==> src/rtl/clk_div_pkg.sv <==
// Shared types, constants and helpers for the programmable clock divider.
// Imported by the divider top and its phase/tick counter.
package clk_div_pkg;

    localparam int unsigned MIN_DIV = 2;

    typedef enum logic {
        CFG_IDLE,
        CFG_PEND
    } cfg_state_t;

    // Counter value on whose edge clk_out rises; callers guarantee n >= 2.
    function automatic int unsigned half_m1(input int unsigned n);
        return (n >> 1) - 1;
    endfunction

    function automatic bit default_div_legal(input int unsigned div, input int unsigned w);
        return (div >= MIN_DIV) && (64'(div) < (64'd1 << w));
    endfunction

endpackage

==> src/rtl/clk_div_prog_if.sv <==
// Divisor reload handshake between a configuring master and the divider.
interface clk_div_prog_if #(
    parameter int CNT_W = 8
) ();

    logic             cfg_valid;
    logic             cfg_ready;
    logic [CNT_W-1:0] div_val;

    modport master (
        output cfg_valid,
        output div_val,
        input  cfg_ready
    );

    modport slave (
        input  cfg_valid,
        input  div_val,
        output cfg_ready
    );

endinterface

==> src/rtl/clk_div_prog_wrap_cnt.sv <==
// Enable-gated up counter that wraps to zero after reaching i_max.
// i_clr forces zero regardless of enable.
module wrap_cnt #(
    parameter int W = 8
) (
    input  logic         clk,
    input  logic         rst,
    input  logic         i_en,
    input  logic         i_clr,
    input  logic [W-1:0] i_max,
    output logic [W-1:0] o_cnt
);

    logic [W-1:0] r_cnt;

    always_ff @(posedge clk) begin
        if (rst) begin
            r_cnt <= '0;
        end else if (i_clr) begin
            r_cnt <= '0;
        end else if (i_en) begin
            r_cnt <= (r_cnt == i_max) ? '0 : r_cnt + W'(1);
        end
    end

    assign o_cnt = r_cnt;

endmodule

==> src/rtl/clk_div_prog.sv <==
// Runtime-programmable integer clock divider producing a divided waveform,
// a clock-enable tick and a wrapping tick count, all in the clk domain.
module clk_div_prog
    import clk_div_pkg::*;
#(
    parameter int CNT_W       = 8,
    parameter int TICK_W      = 2,
    parameter int DEFAULT_DIV = 4
) (
    input  logic                clk,
    input  logic                rst,
    input  logic                i_en,
    clk_div_prog_if.slave       cfg,
    output logic                o_clk_out,
    output logic                o_tick,
    output logic [TICK_W-1:0]   o_tick_cnt,
    output logic                o_cfg_err
);

    localparam logic [CNT_W-1:0] DEF_DIV_W = CNT_W'(DEFAULT_DIV);
    localparam logic [CNT_W-1:0] MIN_DIV_W = CNT_W'(MIN_DIV);

    if (!default_div_legal(DEFAULT_DIV, CNT_W)) begin : g_bad_default
        $error("clk_div_prog: DEFAULT_DIV must satisfy 2 <= DEFAULT_DIV < 2**CNT_W");
    end

    cfg_state_t         r_state;
    cfg_state_t         w_state_nxt;
    logic [CNT_W-1:0]   r_div;
    logic [CNT_W-1:0]   r_pend;
    logic               r_clk_out;
    logic               r_tick;
    logic               r_cfg_err;

    logic [CNT_W-1:0]   w_cnt;
    logic [CNT_W-1:0]   w_last;
    logic [CNT_W-1:0]   w_half;
    logic [TICK_W-1:0]  w_tick_cnt;
    logic               w_wrap;
    logic               w_at_half;
    logic               w_rise;
    logic               w_cfg_ready;
    logic               w_capture;
    logic               w_apply;
    logic               w_apply_idle;

    assign w_last    = r_div - CNT_W'(1);
    assign w_half    = CNT_W'(half_m1(32'(r_div)));
    assign w_wrap    = (w_cnt == w_last);
    assign w_at_half = (w_cnt == w_half);
    assign w_rise    = i_en && w_at_half;

    always_ff @(posedge clk) begin
        if (rst) begin
            r_state <= CFG_IDLE;
        end else begin
            r_state <= w_state_nxt;
        end
    end

    // A pending divisor waits for a period boundary while running, or lands at once while frozen.
    always_comb begin
        w_state_nxt = r_state;
        case (r_state)
            CFG_IDLE: begin
                if (cfg.cfg_valid) begin
                    w_state_nxt = CFG_PEND;
                end
            end
            CFG_PEND: begin
                if (!i_en || w_wrap) begin
                    w_state_nxt = CFG_IDLE;
                end
            end
            default: begin
                w_state_nxt = CFG_IDLE;
            end
        endcase
    end

    always_comb begin
        w_cfg_ready  = 1'b0;
        w_capture    = 1'b0;
        w_apply      = 1'b0;
        w_apply_idle = 1'b0;
        case (r_state)
            CFG_IDLE: begin
                w_cfg_ready = 1'b1;
                w_capture   = cfg.cfg_valid;
            end
            CFG_PEND: begin
                w_apply      = !i_en || w_wrap;
                w_apply_idle = !i_en;
            end
            default: begin
                w_cfg_ready = 1'b0;
            end
        endcase
    end

    always_ff @(posedge clk) begin
        if (rst) begin
            r_div     <= DEF_DIV_W;
            r_pend    <= '0;
            r_cfg_err <= 1'b0;
        end else begin
            if (w_capture) begin
                r_pend <= (cfg.div_val < MIN_DIV_W) ? MIN_DIV_W : cfg.div_val;
                if (cfg.div_val < MIN_DIV_W) begin
                    r_cfg_err <= 1'b1;
                end
            end
            if (w_apply) begin
                r_div <= r_pend;
            end
        end
    end

    // Applying while frozen restarts the phase, so the waveform must drop with it.
    always_ff @(posedge clk) begin
        if (rst) begin
            r_clk_out <= 1'b0;
            r_tick    <= 1'b0;
        end else if (w_apply_idle) begin
            r_clk_out <= 1'b0;
            r_tick    <= 1'b0;
        end else if (i_en) begin
            r_tick <= w_rise;
            if (w_wrap) begin
                r_clk_out <= 1'b0;
            end else if (w_at_half) begin
                r_clk_out <= 1'b1;
            end
        end else begin
            r_tick <= 1'b0;
        end
    end

    wrap_cnt #(
        .W (CNT_W)
    ) u_phase (
        .clk   (clk),
        .rst   (rst),
        .i_en  (i_en),
        .i_clr (w_apply_idle),
        .i_max (w_last),
        .o_cnt (w_cnt)
    );

    wrap_cnt #(
        .W (TICK_W)
    ) u_ticks (
        .clk   (clk),
        .rst   (rst),
        .i_en  (w_rise),
        .i_clr (1'b0),
        .i_max ('1),
        .o_cnt (w_tick_cnt)
    );

    assign cfg.cfg_ready = w_cfg_ready;
    assign o_clk_out     = r_clk_out;
    assign o_tick        = r_tick;
    assign o_tick_cnt    = w_tick_cnt;
    assign o_cfg_err     = r_cfg_err;

endmodule

==> src/flat_wrapper.sv <==
// flat-port wrapper written by rule: the top's interface ports become plain ports
module clk_div_prog_flat import clk_div_pkg::*;
#(
    parameter int CNT_W       = 8,
    parameter int TICK_W      = 2,
    parameter int DEFAULT_DIV = 4
)
  (clk, rst, i_en, o_clk_out, o_tick, o_tick_cnt, o_cfg_err, cfg_cfg_valid, cfg_div_val, cfg_cfg_ready);
  clk_div_prog_if #(.CNT_W(CNT_W)) cfg_i ();
  input  logic clk;
  input  logic rst;
  input  logic i_en;
  output logic o_clk_out;
  output logic o_tick;
  output logic [TICK_W-1:0] o_tick_cnt;
  output logic o_cfg_err;
  input wire logic [$bits(cfg_i.cfg_valid)-1:0] cfg_cfg_valid;
  input wire logic [$bits(cfg_i.div_val)-1:0] cfg_div_val;
  output wire logic [$bits(cfg_i.cfg_ready)-1:0] cfg_cfg_ready;
  assign cfg_i.cfg_valid = cfg_cfg_valid;
  assign cfg_i.div_val = cfg_div_val;
  assign cfg_cfg_ready = cfg_i.cfg_ready;
  clk_div_prog #(.CNT_W(CNT_W), .TICK_W(TICK_W), .DEFAULT_DIV(DEFAULT_DIV)) u_core (.clk(clk), .rst(rst), .i_en(i_en), .cfg(cfg_i), .o_clk_out(o_clk_out), .o_tick(o_tick), .o_tick_cnt(o_tick_cnt), .o_cfg_err(o_cfg_err));
endmodule
==> config.mk <==
export PLATFORM = sky130hd
export DESIGN_NAME = clk_div_prog_flat
export DESIGN_NICKNAME = d
export VERILOG_FILES = /design/src/rtl/clk_div_pkg.sv /design/src/rtl/clk_div_prog_if.sv /design/src/rtl/clk_div_prog_wrap_cnt.sv /design/src/rtl/clk_div_prog.sv /design/src/flat_wrapper.sv
export SDC_FILE = /design/constraint.sdc
export NUM_CORES = 1
export LEC_CHECK = 0
export CORE_UTILIZATION = 35
export CTS_CLUSTER_DIAMETER = 200
export DETAILED_ROUTE_END_ITERATION = 7
export PLACE_DENSITY_LB_ADDON = 0.1
export SLEW_MARGIN = 20
export SYNTH_ARGS = -nofsm -noshare
export SYNTH_HDL_FRONTEND = slang
export SYNTH_HIERARCHICAL = 1
export SYNTH_SLANG_ARGS = --single-unit
==> constraint.sdc <==
create_clock -name clk -period 5.3 [get_ports clk]
set_clock_uncertainty 0.15 [all_clocks]
set_input_delay 1.59 -clock clk [delete_from_list [all_inputs] [get_ports clk]]
set_output_delay 1.59 -clock clk [all_outputs]
set_load 0.1 [all_outputs]
Word level (Yosys, flattened, before mapping)
Cells that the tools add are included.
W data, S select, Z words.

operators by class
  order comparisons = 1
  equal/unequal tests = 3
  reduce and logical (&&, ||, !) cells = 8
  add/subtract/negate cells = 4
  multiplexer cells = 12
  bitwise operators = 2

operators by type and width
  operator               number
  $eq A8 B8 Y1           2
  $mux W8                2
  $add A8 B1 Y8 const B  1
  $lt A8 B2 Y1 const B   1
  $mux W1                8
  $sub A7 B1 Y8 const B  1
  $sub A8 B1 Y8 const B  1
  $reduce_and A2 Y1      2
  $reduce_or A3 Y1       1
  $add A2 B1 Y2 const B  1
  $eq A2 B2 Y1 const B   1
  $mux W2                1
  $not A1 Y1             2
  $pmux W1 S2            1
  $reduce_bool A2 Y1     1
  $reduce_or A2 Y1       1
  $logic_and A1 B1 Y1    1
  $logic_not A1 Y1       1
  $logic_or A1 B1 Y1     1

word-level totals
  word-level logic and storage cells = 38
  register bits = 30
  bits of input ports = 12
  output and inout bits = 6

Depth between registers and ports, before layout
Gate-level depths: netlist of run 1.

  word-level depth = 5
  gate-level depth with buffers = 9
  mapped depth without buffers = 9

By module
Netlist of run 1, hierarchy kept.

by module, submodules not included
  module                     cells each  area each (sq um)  instances
  clk_div_prog               160         1380.1             1
  wrap_cnt (u_core.u_phase)  48          445.4              1
  wrap_cnt (u_core.u_ticks)  13          122.6              1

Worst setup path after synthesis of run 1
OpenSTA, ideal clock, no wires.

  path type = register to output
  start = register u_core.u_ticks.r_cnt[0] (netlist: u_core/u_ticks/o_cnt[0])
  end = output port o_tick_cnt[0]
  arrival = 982 ps
  cell stages (with the launch flop) = 1
  data required time = 3560 ps
  slack = 2578 ps
  cells stage by stage = dfxtp_1

RTL lines
  element                 line                         source
  from (decl)             clk_div_prog_wrap_cnt.sv:14  logic [W-1:0] r_cnt;
  from (signal assigned)  clk_div_prog_wrap_cnt.sv:22  r_cnt <= (r_cnt == i_max) ? '0 : r_cnt + W'(1);
  to (decl)               flat_wrapper.sv:15           output logic [TICK_W-1:0] o_tick_cnt;

No word-level cell between the ends.

Worst setup path in the final report of run 1
  start = register u_core.r_state
  end = output port cfg_cfg_ready

on the way
  word-level cells in the longest chain between the ends = 1

ends and longest elaborated chain
  element                 line                source
  from (decl)             clk_div_prog.sv:27  cfg_state_t r_state;
  from (signal assigned)  clk_div_prog.sv:57  r_state <= w_state_nxt;
  $mux W1                 clk_div_prog.sv:86  case (r_state)
  to (decl)               flat_wrapper.sv:19  output wire logic [$bits(cfg_i.cfg_ready)-1:0] cfg_cfg_ready;

No other way between the ends.

==> results of run 1 <==
path summary, 6_finish.rpt:
path | startpoint | to | depth (start not counted)
worst max-delay path | u_core/r_state | cfg_cfg_ready | 2
worst min-delay path | u_core/o_cfg_err | u_core/o_cfg_err | 2
worst max register to register | u_core/r_div[2] | u_core/u_ticks/o_cnt[0] | 9
worst min register to register | u_core/o_cfg_err | u_core/o_cfg_err | 2
tightest hold or removal path, delay by kind of cell, from the launching register on:
family          cells  cell delay (ps)
compound gates      1               50
buf+inv             1               50
flops               1              310
cell usage after synthesis, drive strengths merged (4+ instances only):
cell type,count,share of area [%]
dfxtp,30,31
nand2,25,4.8
xnor2,25,11
nor2,19,3.8
nand2b,15,4.8
xor2,14,6.3
a21oi,10,2.6
mux2i,10,5.1
buf,7,3.1
inv,7,1.3
nand4,5,1.9
nor2b,5,1.6
nor3,5,1.5
clkbuf,4,0.77
ha,4,2.6
nand3,4,1.0
nor3b,4,2.1
sequential cells by signal, indices dropped and copies added (netlist names):
name,flops
u_core/r_div,8
u_core/r_pend,8
u_core/u_phase/o_cnt,8
u_core/u_ticks/o_cnt,2
u_core/o_cfg_err,1
u_core/o_clk_out,1
u_core/o_tick,1
u_core/r_state,1
cell usage in the layout (no fill, tap or decap), types with 2 or more instances in the layout:
master	netlist	final
sky130_fd_sc_hd__a211oi_1	2	2
sky130_fd_sc_hd__nor2b_1	5	5
sky130_fd_sc_hd__nor3b_2	2	2
sky130_fd_sc_hd__nand2b_1	15	15
sky130_fd_sc_hd__nand3_1	4	4
sky130_fd_sc_hd__conb_1	2	8
sky130_fd_sc_hd__nand2_1	25	25
sky130_fd_sc_hd__xor2_1	14	14
sky130_fd_sc_hd__clkdlybuf4s50_1	0	17
sky130_fd_sc_hd__nand4_1	4	4
sky130_fd_sc_hd__nor3_1	4	4
sky130_fd_sc_hd__clkbuf_8	0	6
sky130_fd_sc_hd__nor2_1	18	18
sky130_fd_sc_hd__dfxtp_1	30	30
sky130_fd_sc_hd__a21oi_1	10	10
sky130_fd_sc_hd__xnor2_1	25	25
sky130_fd_sc_hd__ha_1	4	4
sky130_fd_sc_hd__nor3b_1	2	2
sky130_fd_sc_hd__inv_1	7	7
sky130_fd_sc_hd__mux2i_1	10	10
metrics by stage:
stage          worst slack, ps  cells  utilization, %
6_report                  1700    311            42.9
5_1_grt                   1640    311            42.9
4_1_cts                   1670    311            42.9
3_5_place_dp              1570    303            41.1
3_3_place_gp              1590    303            41.1
2_1_floorplan             2580    227               -
power by group through the flow:
stage               sequential [W]  combinational [W]  clock [W]
floorplan                 0.000252          0.0000663          0
global placement          0.000249          0.0000927          0
detailed placement        0.000249          0.0000920          0
CTS                       0.000244          0.0000925   0.000204
global route              0.000245           0.000101   0.000213
finish                    0.000244          0.0000918   0.000195
area by class of cell:
| cell class | count | area [µm²] |
|---|---|---|
| flip-flops and latches | 30 | 601 |
| multi-input cells | 179 | 1270 |
| inverters | 7 | 26.3 |
| clock inverters | 2 | 12.5 |
| repair buffers | 17 | 170 |
| clock buffers | 6 | 82.6 |
| fillers | 545 | 2990 |
| well taps | 70 | 87.6 |
per-layer routing:
layer | track usage [%] | up-vias | part of all wire (%)
met4 | 4.62 | 0 | 1.2
met2 | 21.3 | 14 | 44
met5 | 0 | - | 0
met1 | 20.0 | 643 | 52
li1 | - | 769 | -
met3 | 3.71 | 6 | 2.6
kinds of logic after synthesis:
| family | after synthesis | synth area share (%) |
|---|---|---|
| AND/OR/NAND/NOR | 92 | 25.9 |
| XOR/XNOR | 40 | 18.7 |
| flip-flops | 30 | 30.8 |
| AO/OA/AOI/OAI | 25 | 11.2 |
| buffers and inverters | 18 | 5.20 |
| multiplexers | 10 | 5.14 |
| adder cells (fa/ha/maj) | 4 | 2.57 |
| other | 2 | 0.386 |
==> results.md, run 1 <==
- The most frequently used flop master after synthesis is sky130_fd_sc_hd__dfxtp_1.
- The kind of start point of the critical path is a flop.
- The number of failing hold endpoints at the final stage is 0.
- The switching power is 0.000152 W.
- The share of total power dissipated in combinational logic is 17.3%.
- The initial antenna violation count is 0.
- For this design, the sink count on the clock tree is 30.
- In the synthesized netlist the async set-or-reset flop fraction comes to 0%.
- The initial utilization of the core area, before any placement, comes to 37.2%.
- The repair_antennas step left the layout with diodes totalling 0.
- The number of port buffers is 17.
- The worst min-delay path class is flop to flop.
- The slowest stage of the critical path is the sky130_fd_sc_hd__clkdlybuf4s50_1 cell.
- The placed wire-length estimate is 2.84 mm.
- The largest stage delay on the critical path is 1140 ps.
- Synthesis produced 221 cells.
- The number of buffers added for setup after CTS is 0.
- The unique cell type count in the Yosys netlist is 48.
- Entering global routing, the biggest net connects 32 pins.
- The total iterations of the first detailed-routing run is 4.
- The overall track demand over capacity in global routing is 14.3%.
- The net count of the finished layout is 256.
- The floorplan step defined a die boundary enclosing 5870 µm².
- The number of pins with negative max-slew slack in the final report came to 0.
- Of the synthesized area, sequential elements account for 30.8%.
- Using the TritonRoute via totals, the vias-per-cell ratio works out to 4.60.
- The TritonCTS clock tree is yes.
- The relative area change from synthesis to final layout is 15.4%.
- The number of setup violations in the final report is 0.
- Per report_power, the sequential group accounts for 45.9% of the total.
- The highest fanout seen on the critical path is 4.
- The summed instance area of the synthesized netlist is 1950 µm².
- The family of cells with the greatest summed delay on the critical path is buffers and inverters.
- The number of flops mapped to enable cells by yosys is 0.
- The yosys synthesis warning count is 6.
- The fraction of power spent switching nets is 28.6%.
- The fmax is 277 MHz.
- For this design the top-level I/O count stands at 18.
- Clock latency on the worst-skew pair, taken at its later pin, is 280 ps.
- Dividing the detail-routed wire length by the instance count gives 12.1 µm.
- Gates resized during post-CTS repair numbered 0.
- The deepest clock path buffer count is 2.
- The number of clock buffers added by TritonCTS is 5.
- IR analysis of the VDD net gives a maximum drop of 0.115 mV.
- Walking the worst path, the cells encountered are inv_1 > clkdlybuf4s50_1.
- The critical path data required time is 3560 ps.
- In this run, the clock network consumes 36.8% of the power.
- Once placement finished, the instance area stood at 2150 µm².
- The flow ran to the end, and the final reports show no timing, DRC or antenna violations.
- The register-to-register path setup slack is 2620 ps.
- The areal power density over the cells is 236 nW/µm².
- The cell chosen for the clock root is sky130_fd_sc_hd__clkbuf_8.
- At the pin with the least slew margin, the transition time is 981 ps.
- Setup repair after global routing left no endpoint under its margin.
- The tool flagged a number of max-cap violations equal to 0.
- The H-tree depth is 2.
- The minimum hold slack is 296 ps.
- The nature of the critical path endpoint is a primary output.
- The first-pass GRT wire length is 6.62 mm.
- The fraction of layout instances using a drive strength above 1 is 8.71%.
- Routability-driven placement finished with a final weighted congestion of 0.737.
- The headroom to the max-slew limit is 34.4%.
- After synthesis, the mean cell area works out to 8.82 µm².
- The leftover overflow at the end of global routing is 0.
- The floorplan row count is 26.
- The number of global-route vias before repair is 1351.
- The internal power of the cells totals 0.000379 W.
- The worst path in the final design needs a cycle of 3600 ps, including I/O delays and setup.
- The final design instance area without fill is 2250 µm².
- The number of buffers and inverters on the critical path is 2.
- The remaining number of nets flagged by the antenna check after routing is 0.
- The routed design has 3.78 mm of wire.
- The leakage component of the power is 0.831 nW.
- The core area is 5240 µm².
- The flip-flop and latch count after synthesis is 30.
- Buffers inserted to repair hold after CTS numbered 0.
- The share of the cycle needed by the critical path after routing is 68.0%.
- For this run, design rule violations remaining after detail routing come to 0.
- The number of vias in the routed layout is 1432.
- The setup TNS is 0 ps.
- The height of the die is 76.6 µm.
- The number of design-rule violations left by the first detailed-router iteration is 43.
- Clock-pin slew was measured on the worst setup and hold paths at 70 ps.
- The total power draw is 0.000531 W.
- Data on the critical path arrives at its endpoint at 1860 ps.
- The worst setup path category is flop to primary output.
- Measured along the x axis, the die boundary spans 76.6 µm.
Power figures use the tool's default switching activity.
==> run 2, diff against run 1 <==
clock period = 3.5 ns   (was 5.3 ns; I/O delays follow)
==> run 2 against run 1 <==
  * Register-to-register slack got worse by 1800 ps
  * Clock power rose by 37%
  * Sequential cell count did not move
  * Combinational power is 55% higher
  * Total power grew 47%
  * Sequential share of layout area rose by 0.10 points
  * First-iteration DRC count increased by 33%
  * Routed wire length up 2.2%
  * Utilization down 0.17 points
  * Global-route usage rose by 0.41 points
  * Final area shrank 0.39%
  * Critical path depth up 7
  * Largest cell class unchanged
==> results.md, run 2 (synthesized netlist as in run 1, its figures left out) <==
- The utilization of the core after routing is 42.8% (-0.17 points).
- The count of maximum capacitance violations was 0 (unchanged).
- The placer's final routability congestion estimate is 0.696 (-5.6%).
- In this run the worst hold path is classified as flop to flop.
- The clock-pin slew on the worst setup and hold paths is 70 ps (about the same).
- The number of setup violations in the final report came to 0 (unchanged).
- The count of unresolved DRC violations after routing is 0 (unchanged).
- The number of failing hold endpoints at the final stage is 0 (unchanged).
- The hold-fix buffer count after cts is 0 (unchanged).
- The number of buffers added for setup after CTS came to 0 (unchanged).
- The share of the cycle needed by the critical path after routing is 75.8%.
- The mean routed wirelength per cell is 12.3 µm (+1.5%).
- The net count of the finished layout is 259 (+1.2%).
- The count of cells resized by post-cts repair is 0 (unchanged).
- The number of port buffers is 17 (unchanged).
- STA classifies the critical path startpoint as a flop.
- The total number of cells along the worst setup path is 9 (+7).
- The setup TNS is 0 ps (unchanged).
- The hold path depth is 2 (unchanged).
- The total iterations of the first detailed-routing run was 4 (unchanged).
- The worst setup path category is flop to flop.
- The largest net degree at the start of global routing is 23 (-28%).
- The worst setup margin is 847 ps (-849 ps).
- The number of design-rule violations left by the first detailed-router iteration was 57 (+33%).
- The highest-delay cell along the critical path is sky130_fd_sc_hd__a2111oi_4.
- The number of global-route vias before repair came to 1405 (+4.0%).
- The minimum hold slack is 302 ps (+5.98 ps).
- The clock latency on the worst-skew pair was 280 ps (about the same).
- Setup repair after global routing left no endpoint under its margin.
- The height of the die is 76.6 µm (unchanged).
- The deepest clock path buffer count is 2 (unchanged).
- The arrival time of data at the critical path endpoint is 2710 ps (+850 ps).
- The critical path data required time was 3550 ps (about the same).
- The initial core utilization was 37.2% (unchanged).
- The H-tree depth is 2 (unchanged).
- The initial antenna violation count is 0 (unchanged).
- The placed wire-length estimate came to 2.86 mm (+0.63%).
- The count of cells along the worst register-to-register path came to 9 (unchanged).
- The combined buffer and inverter count along the critical path is 1 (-1).
- The die outline area is 5870 µm² (unchanged).
- The largest stage delay on the critical path is 490 ps (-650 ps).
- The core area is 5240 µm² (unchanged).
- The worst path needs 2650 ps of the cycle, external delays included.
- The nature of the critical path endpoint is a flop.
- The fraction of layout instances using a drive strength above 1 is 11.9% (+3.2 points).
- The largest vdd supply drop is 0.136 mV (+19%).
- The I/O pin count is 18 (unchanged).
- The family of cells with the greatest summed delay on the critical path is compound AO/OA/AOI/OAI gates.
- The floorplan row count was 26 (unchanged).
- Static timing analysis puts the maximum clock frequency at 377 MHz.
- The leakage component of the power was 0.852 nW (+2.6%).
- In this run the clock root is driven by a sky130_fd_sc_hd__clkbuf_8.
- The number of pins with negative max-slew slack in the final report is 0 (unchanged).
- The die span in x is 76.6 µm (unchanged).
- The overall track demand over capacity in global routing is 14.7% (+0.41 points).
- The aggregate routed wire length is 3.86 mm (+2.2%).
- The worst slack at placement is 636 ps (-930 ps).
- The number of diodes is 0 (unchanged).
- The number of clock buffers inserted by TritonCTS was 5 (unchanged).
- The flow ran to the end, and the final reports show no timing, DRC or antenna violations.
- The remaining number of nets flagged by the antenna check after routing is 0 (unchanged).
- The number of vias in the routed layout came to 1458 (+1.8%).
- The TritonCTS clock tree is yes.
- The first-pass GRT wire length was 6.69 mm (+1.1%).
- The total number of clock tree sinks is 30 (unchanged).
- Traced cell by cell, the critical path runs through inv_1 > ha_1 > and2_4 > o21a_1 > o31a_1 > a2111oi_4 > nor2b_1 > o21ai_0 > a211oi_1.
- The detail-routed via count per cell is 4.66 (+1.2%).
- In the layout the commonest cells are sky130_fd_sc_hd__dfxtp_1, sky130_fd_sc_hd__nand2_1, sky130_fd_sc_hd__xnor2_1.
- The highest fanout seen on the critical path is 6 (+2).
- Relative to the synthesized area, the layout overhead comes to 15.0%.
- The leftover overflow at the end of global routing was 0 (unchanged).
- The final-layout fill cell count is 530 (-2.8%).
- The areal power density over the cells is 348 nW/µm² (+47%).
- Leaving out fill and tap cells, the most frequent cell in the layout is sky130_fd_sc_hd__dfxtp_1.
[run 2: cell count changes in the layout (fill, tap and decap cells not counted)]
cell / before / now
sky130_fd_sc_hd__clkdlybuf4s50_1: 17 / 11
sky130_fd_sc_hd__buf_4: 0 / 9
sky130_fd_sc_hd__clkbuf_8: 6 / 5
sky130_fd_sc_hd__clkinvlp_4: 1 / 0
sky130_fd_sc_hd__clkinv_2: 1 / 2
[run 2: per-stage QoR]
stage	power [W]	instance area, µm²	cells
floorplan	0.000482	1970	227
global placement	0.000519	2160	306
detailed placement	0.000519	2160	306
CTS	0.000795	2240	313
global route	0.000824	2240	313
finish	0.000778	2240	313
[run 2: final timing paths]
| path | startpoint | to | slack [ps] |
|---|---|---|---|
| hold reg to reg | u_core/o_cfg_err | u_core/o_cfg_err | 300 |
| hold / removal | u_core/o_cfg_err | u_core/o_cfg_err | 300 |
| setup reg to reg | u_core/r_div[2] | u_core/u_ticks/o_cnt[0] | 850 |
| setup / recovery | u_core/r_div[2] | u_core/u_ticks/o_cnt[0] | 850 |
[run 2: report_power, final]
group          internal (W)  switching (W)
logic             0.0000635      0.0000782
registers          0.000354      0.0000147
clock network      0.000133       0.000135
[run 2: layer usage]
layer  global-route usage, %  wire length [µm]  vias up
met3                    2.63                92        7
met5                       0                 0        -
met4                    8.08                80        0
met1                    19.2              1970      658
met2                    22.9              1720       14
li1                        -                 -      779
[run 2: worst register-to-register path, stage by stage, from the launching register on]
cell	delay, ps
sky130_fd_sc_hd__dfxtp_1	470
sky130_fd_sc_hd__inv_1	100
sky130_fd_sc_hd__ha_1	240
sky130_fd_sc_hd__and2_4	160
sky130_fd_sc_hd__o21a_1	170
sky130_fd_sc_hd__o31a_1	310
sky130_fd_sc_hd__a2111oi_4	490
sky130_fd_sc_hd__nor2b_1	190
sky130_fd_sc_hd__o21ai_0	80
sky130_fd_sc_hd__a211oi_1	210
[run 2: final cells by class]
type | instances | area [µm²] | area share (%)
Multi-Input combinational cell | 179 | 1270 | 56.6
Timing Repair Buffer | 20 | 178 | 7.93
Clock buffer | 5 | 68.8 | 3.07
Tap cell | 70 | 87.6 | 3.91
Sequential cell | 30 | 601 | 26.8
Clock inverter | 2 | 10.0 | 0.447
Inverter | 7 | 26.3 | 1.17
==> run 3, diff against run 2 <==
clock period = 2.2 ns   (was 3.5 ns; I/O delays follow)
==> run 3 against run 2 <==
  * The flow now finishes with violations (negative setup slack)
  * Critical path depth grew 1
  * Sequential cell count is the same
  * Worst setup slack lost 950 ps
  * Critical endpoint is now u_core/r_div[0]
  * Largest cell class unchanged
  * Largest power group unchanged
==> results.md, run 3 (synthesized netlist as in run 1, its figures left out) <==
- The initial antenna violation count is 0 (unchanged).
- The worst setup path category is flop to flop.
- The final-layout fill cell count is 488 (-7.9%).
- The TritonCTS clock tree is yes.
- Broken down by cell family, the worst path's largest delay share belongs to simple AND/OR/NAND/NOR gates.
- The critical path data required time was 2250 ps (-1300 ps).
- The combinational fraction of design power is 23.3% (+5.1 points).
- The fraction of layout instances using a drive strength above 1 was 33.8% (+22 points).
- The I/O pin count is 18 (unchanged).
- From synthesis to final layout, the design area changed by 42.6%.
- The fraction of power spent switching nets is 29.5% (+0.22 points).
- The nature of the critical path endpoint is a flop.
- The final design instance area without fill was 2780 µm² (+24%).
- The areal power density over the cells is 498 nW/µm² (+43%).
- The initial core utilization is 37.2% (unchanged).
- The remaining number of nets flagged by the antenna check after routing was 0 (unchanged).
- The tree is rooted in a sky130_fd_sc_hd__clkbuf_8.
- The clock-pin slew on the worst setup and hold paths is 70 ps (about the same).
- Walking the worst path, the cells encountered are inv_4 > ha_4 > xor2_1 > nand2_1 > nor4b_2 > buf_4 > and4_4 > a21o_1 > buf_12 > mux2i_2.
- The number of setup violations in the final report came to 9 (+9).
- The arrival time of data at the critical path endpoint is 2350 ps (-360 ps).
- The register area was 606 µm² (+0.83%).
- The area used by multi-input combinational logic is 1460 µm² (+15%).
- The number of clock buffers inserted by TritonCTS is 5 (unchanged).
- The worst slack at placement is -349 ps (-986 ps).
- The overall track demand over capacity in global routing came to 16.5% (+1.7 points).
- The cell area reported after detailed placement was 2490 µm² (+15%).
- The number of buffers added for setup after CTS was 0 (unchanged).
- The leftover overflow at the end of global routing is 0 (unchanged).
- The highest fanout seen on the critical path came to 8 (+2).
- The total number of clock tree sinks was 30 (unchanged).
- The largest stage delay on the critical path is 350 ps (-140 ps).
- The highest-delay cell along the critical path is sky130_fd_sc_hd__dfxtp_2.
- Setup repair after global routing could not meet its margin everywhere.
- The number of failing hold endpoints at the final stage is 0 (unchanged).
- The count of maximum capacitance violations is 0 (unchanged).
- The first-pass GRT wire length is 7.57 mm (+13%).
- The fmax was 434 MHz (+15%).
- The leakage component of the power is 1.10 nW (+30%).
- The shortest clock period the worst path allows after layout is 2300 ps (-352 ps).
- The clock latency on the worst-skew pair is 280 ps (about the same).
- The total iterations of the first detailed-routing run is 4 (unchanged).
- The switching power is 0.000408 W (+79%).
- The placer's final routability congestion estimate is 0.763 (+9.6%).
- The aggregate routed wire length is 4.35 mm (+13%).
- The count of unresolved DRC violations after routing was 0 (unchanged).
- The number of vias in the routed layout is 1625 (+11%).
- The worst setup margin came to -102 ps (-948 ps).
- The run finished, with violations left.
- The placed wire-length estimate is 3.26 mm (+14%).
- The core area is 5240 µm² (unchanged).
- The H-tree depth is 2 (unchanged).
- The largest vdd supply drop is 0.357 mV (+160%).
- The die span in x is 76.6 µm (unchanged).
- The power share of the sequential group is 41.9% (-5.4 points).
- The share of the cycle needed by the critical path after routing is 105% (+29 points).
- The largest net degree at the start of global routing was 27 (+17%).
- The number of diodes is 0 (unchanged).
- The mean routed wirelength per cell is 12.6 µm (+2.3%).
- The kind of start point of the critical path is a flop.
- The power share of the clock group came to 34.8% (+0.3 points).
- The deepest clock path buffer count is 2 (unchanged).
- The detail-routed via count per cell came to 4.71 (+1.1%).
- The number of port buffers was 17 (unchanged).
- The combined buffer and inverter count along the critical path is 3 (+2).
- The worst min-delay path class is flop to flop.
- The number of global-route vias before repair is 1527 (+8.7%).
- The final reports fail on negative setup slack.
- The number of pins with negative max-slew slack in the final report was 0 (unchanged).
- The die outline area came to 5870 µm² (unchanged).
- The height of the die is 76.6 µm (unchanged).
- The library cell used most frequently in the layout, excluding fill and tap cells, is sky130_fd_sc_hd__buf_4.
- Leaving out fill and tap cells, the most frequent cells in the layout are sky130_fd_sc_hd__buf_4, sky130_fd_sc_hd__dfxtp_1, sky130_fd_sc_hd__nand2_1.
- The floorplan row count came to 26 (unchanged).
- The design internal power was 0.000976 W (+77%).
- The net count of the finished layout came to 290 (+12%).
- The number of design-rule violations left by the first detailed-router iteration came to 58 (+1.8%).
- The hold-fix buffer count after cts is 0 (unchanged).
- The minimum hold slack is 304 ps (+2.40 ps).
[run 3: metal layers]
| metal | GRT usage (%) | vias to the layer above | share of wire, % |
|---|---|---|---|
| met1 | 22.5 | 764 | 49 |
| met5 | 0 | - | 0 |
| met2 | 25.9 | 18 | 48 |
| met3 | 2.99 | 6 | 2.3 |
| li1 | - | 837 | - |
| met4 | 5.77 | 0 | 1.2 |
[run 3: metrics by stage]
step	power, W	setup TNS [ps]	cells	utilization, %
2_1_floorplan	0.000770	0	227	-
3_3_place_gp	0.000873	-3050	337	47.5
3_5_place_dp	0.000876	-3270	337	47.5
4_1_cts	0.00137	-333	345	50.8
5_1_grt	0.00146	-2220	345	53.1
6_report	0.00138	-534	345	53.1
[run 3: worst reg2reg max path: stages, from the launching register on]
cell and delay (ps):
sky130_fd_sc_hd__dfxtp_2 350, sky130_fd_sc_hd__inv_4 60, sky130_fd_sc_hd__ha_4 260, sky130_fd_sc_hd__xor2_1 140, sky130_fd_sc_hd__nand2_1 90, sky130_fd_sc_hd__nor4b_2 280
sky130_fd_sc_hd__buf_4 150, sky130_fd_sc_hd__and4_4 230, sky130_fd_sc_hd__a21o_1 160, sky130_fd_sc_hd__buf_12 140, sky130_fd_sc_hd__mux2i_2 210
[run 3: path summary, 6_finish.rpt]
path                     from  depth (start not counted)               end  slack [ps]
max           u_core/r_div[1]                         10   u_core/r_div[0]        -100
min          u_core/r_pend[4]                          2  u_core/r_pend[4]         300
max reg2reg   u_core/r_div[1]                         10   u_core/r_div[0]        -100
min reg2reg  u_core/r_pend[4]                          2  u_core/r_pend[4]         300
[run 3: timing repair]
item,in CTS,in global routing
cloned,0,0
endpoints found under the hold margin,0,0
gates resized for setup,15,25
setup endpoints to repair,20,20
pin swaps,10,11
[run 3: area by class of cell]
class                   count  share of cell area, %
well taps                  70                   3.15
clock inverters             2                  0.450
multi-input cells         179                   52.5
inverters                   7                   1.13
repair buffers             51                   18.1
flip-flops and latches     30                   21.8
clock buffers               6                   2.97
[run 3: power groups by stage]
| stage | clock network, W | registers [W] | logic [W] |
|---|---|---|---|
| 2_1_floorplan | 0 | 0.000608 | 0.000162 |
| 3_3_place_gp | 0 | 0.000591 | 0.000283 |
| 3_5_place_dp | 0 | 0.000591 | 0.000284 |
| 4_1_cts | 0.000499 | 0.000579 | 0.000297 |
| 5_1_grt | 0.000528 | 0.000583 | 0.000350 |
| 6_report | 0.000481 | 0.000580 | 0.000323 |
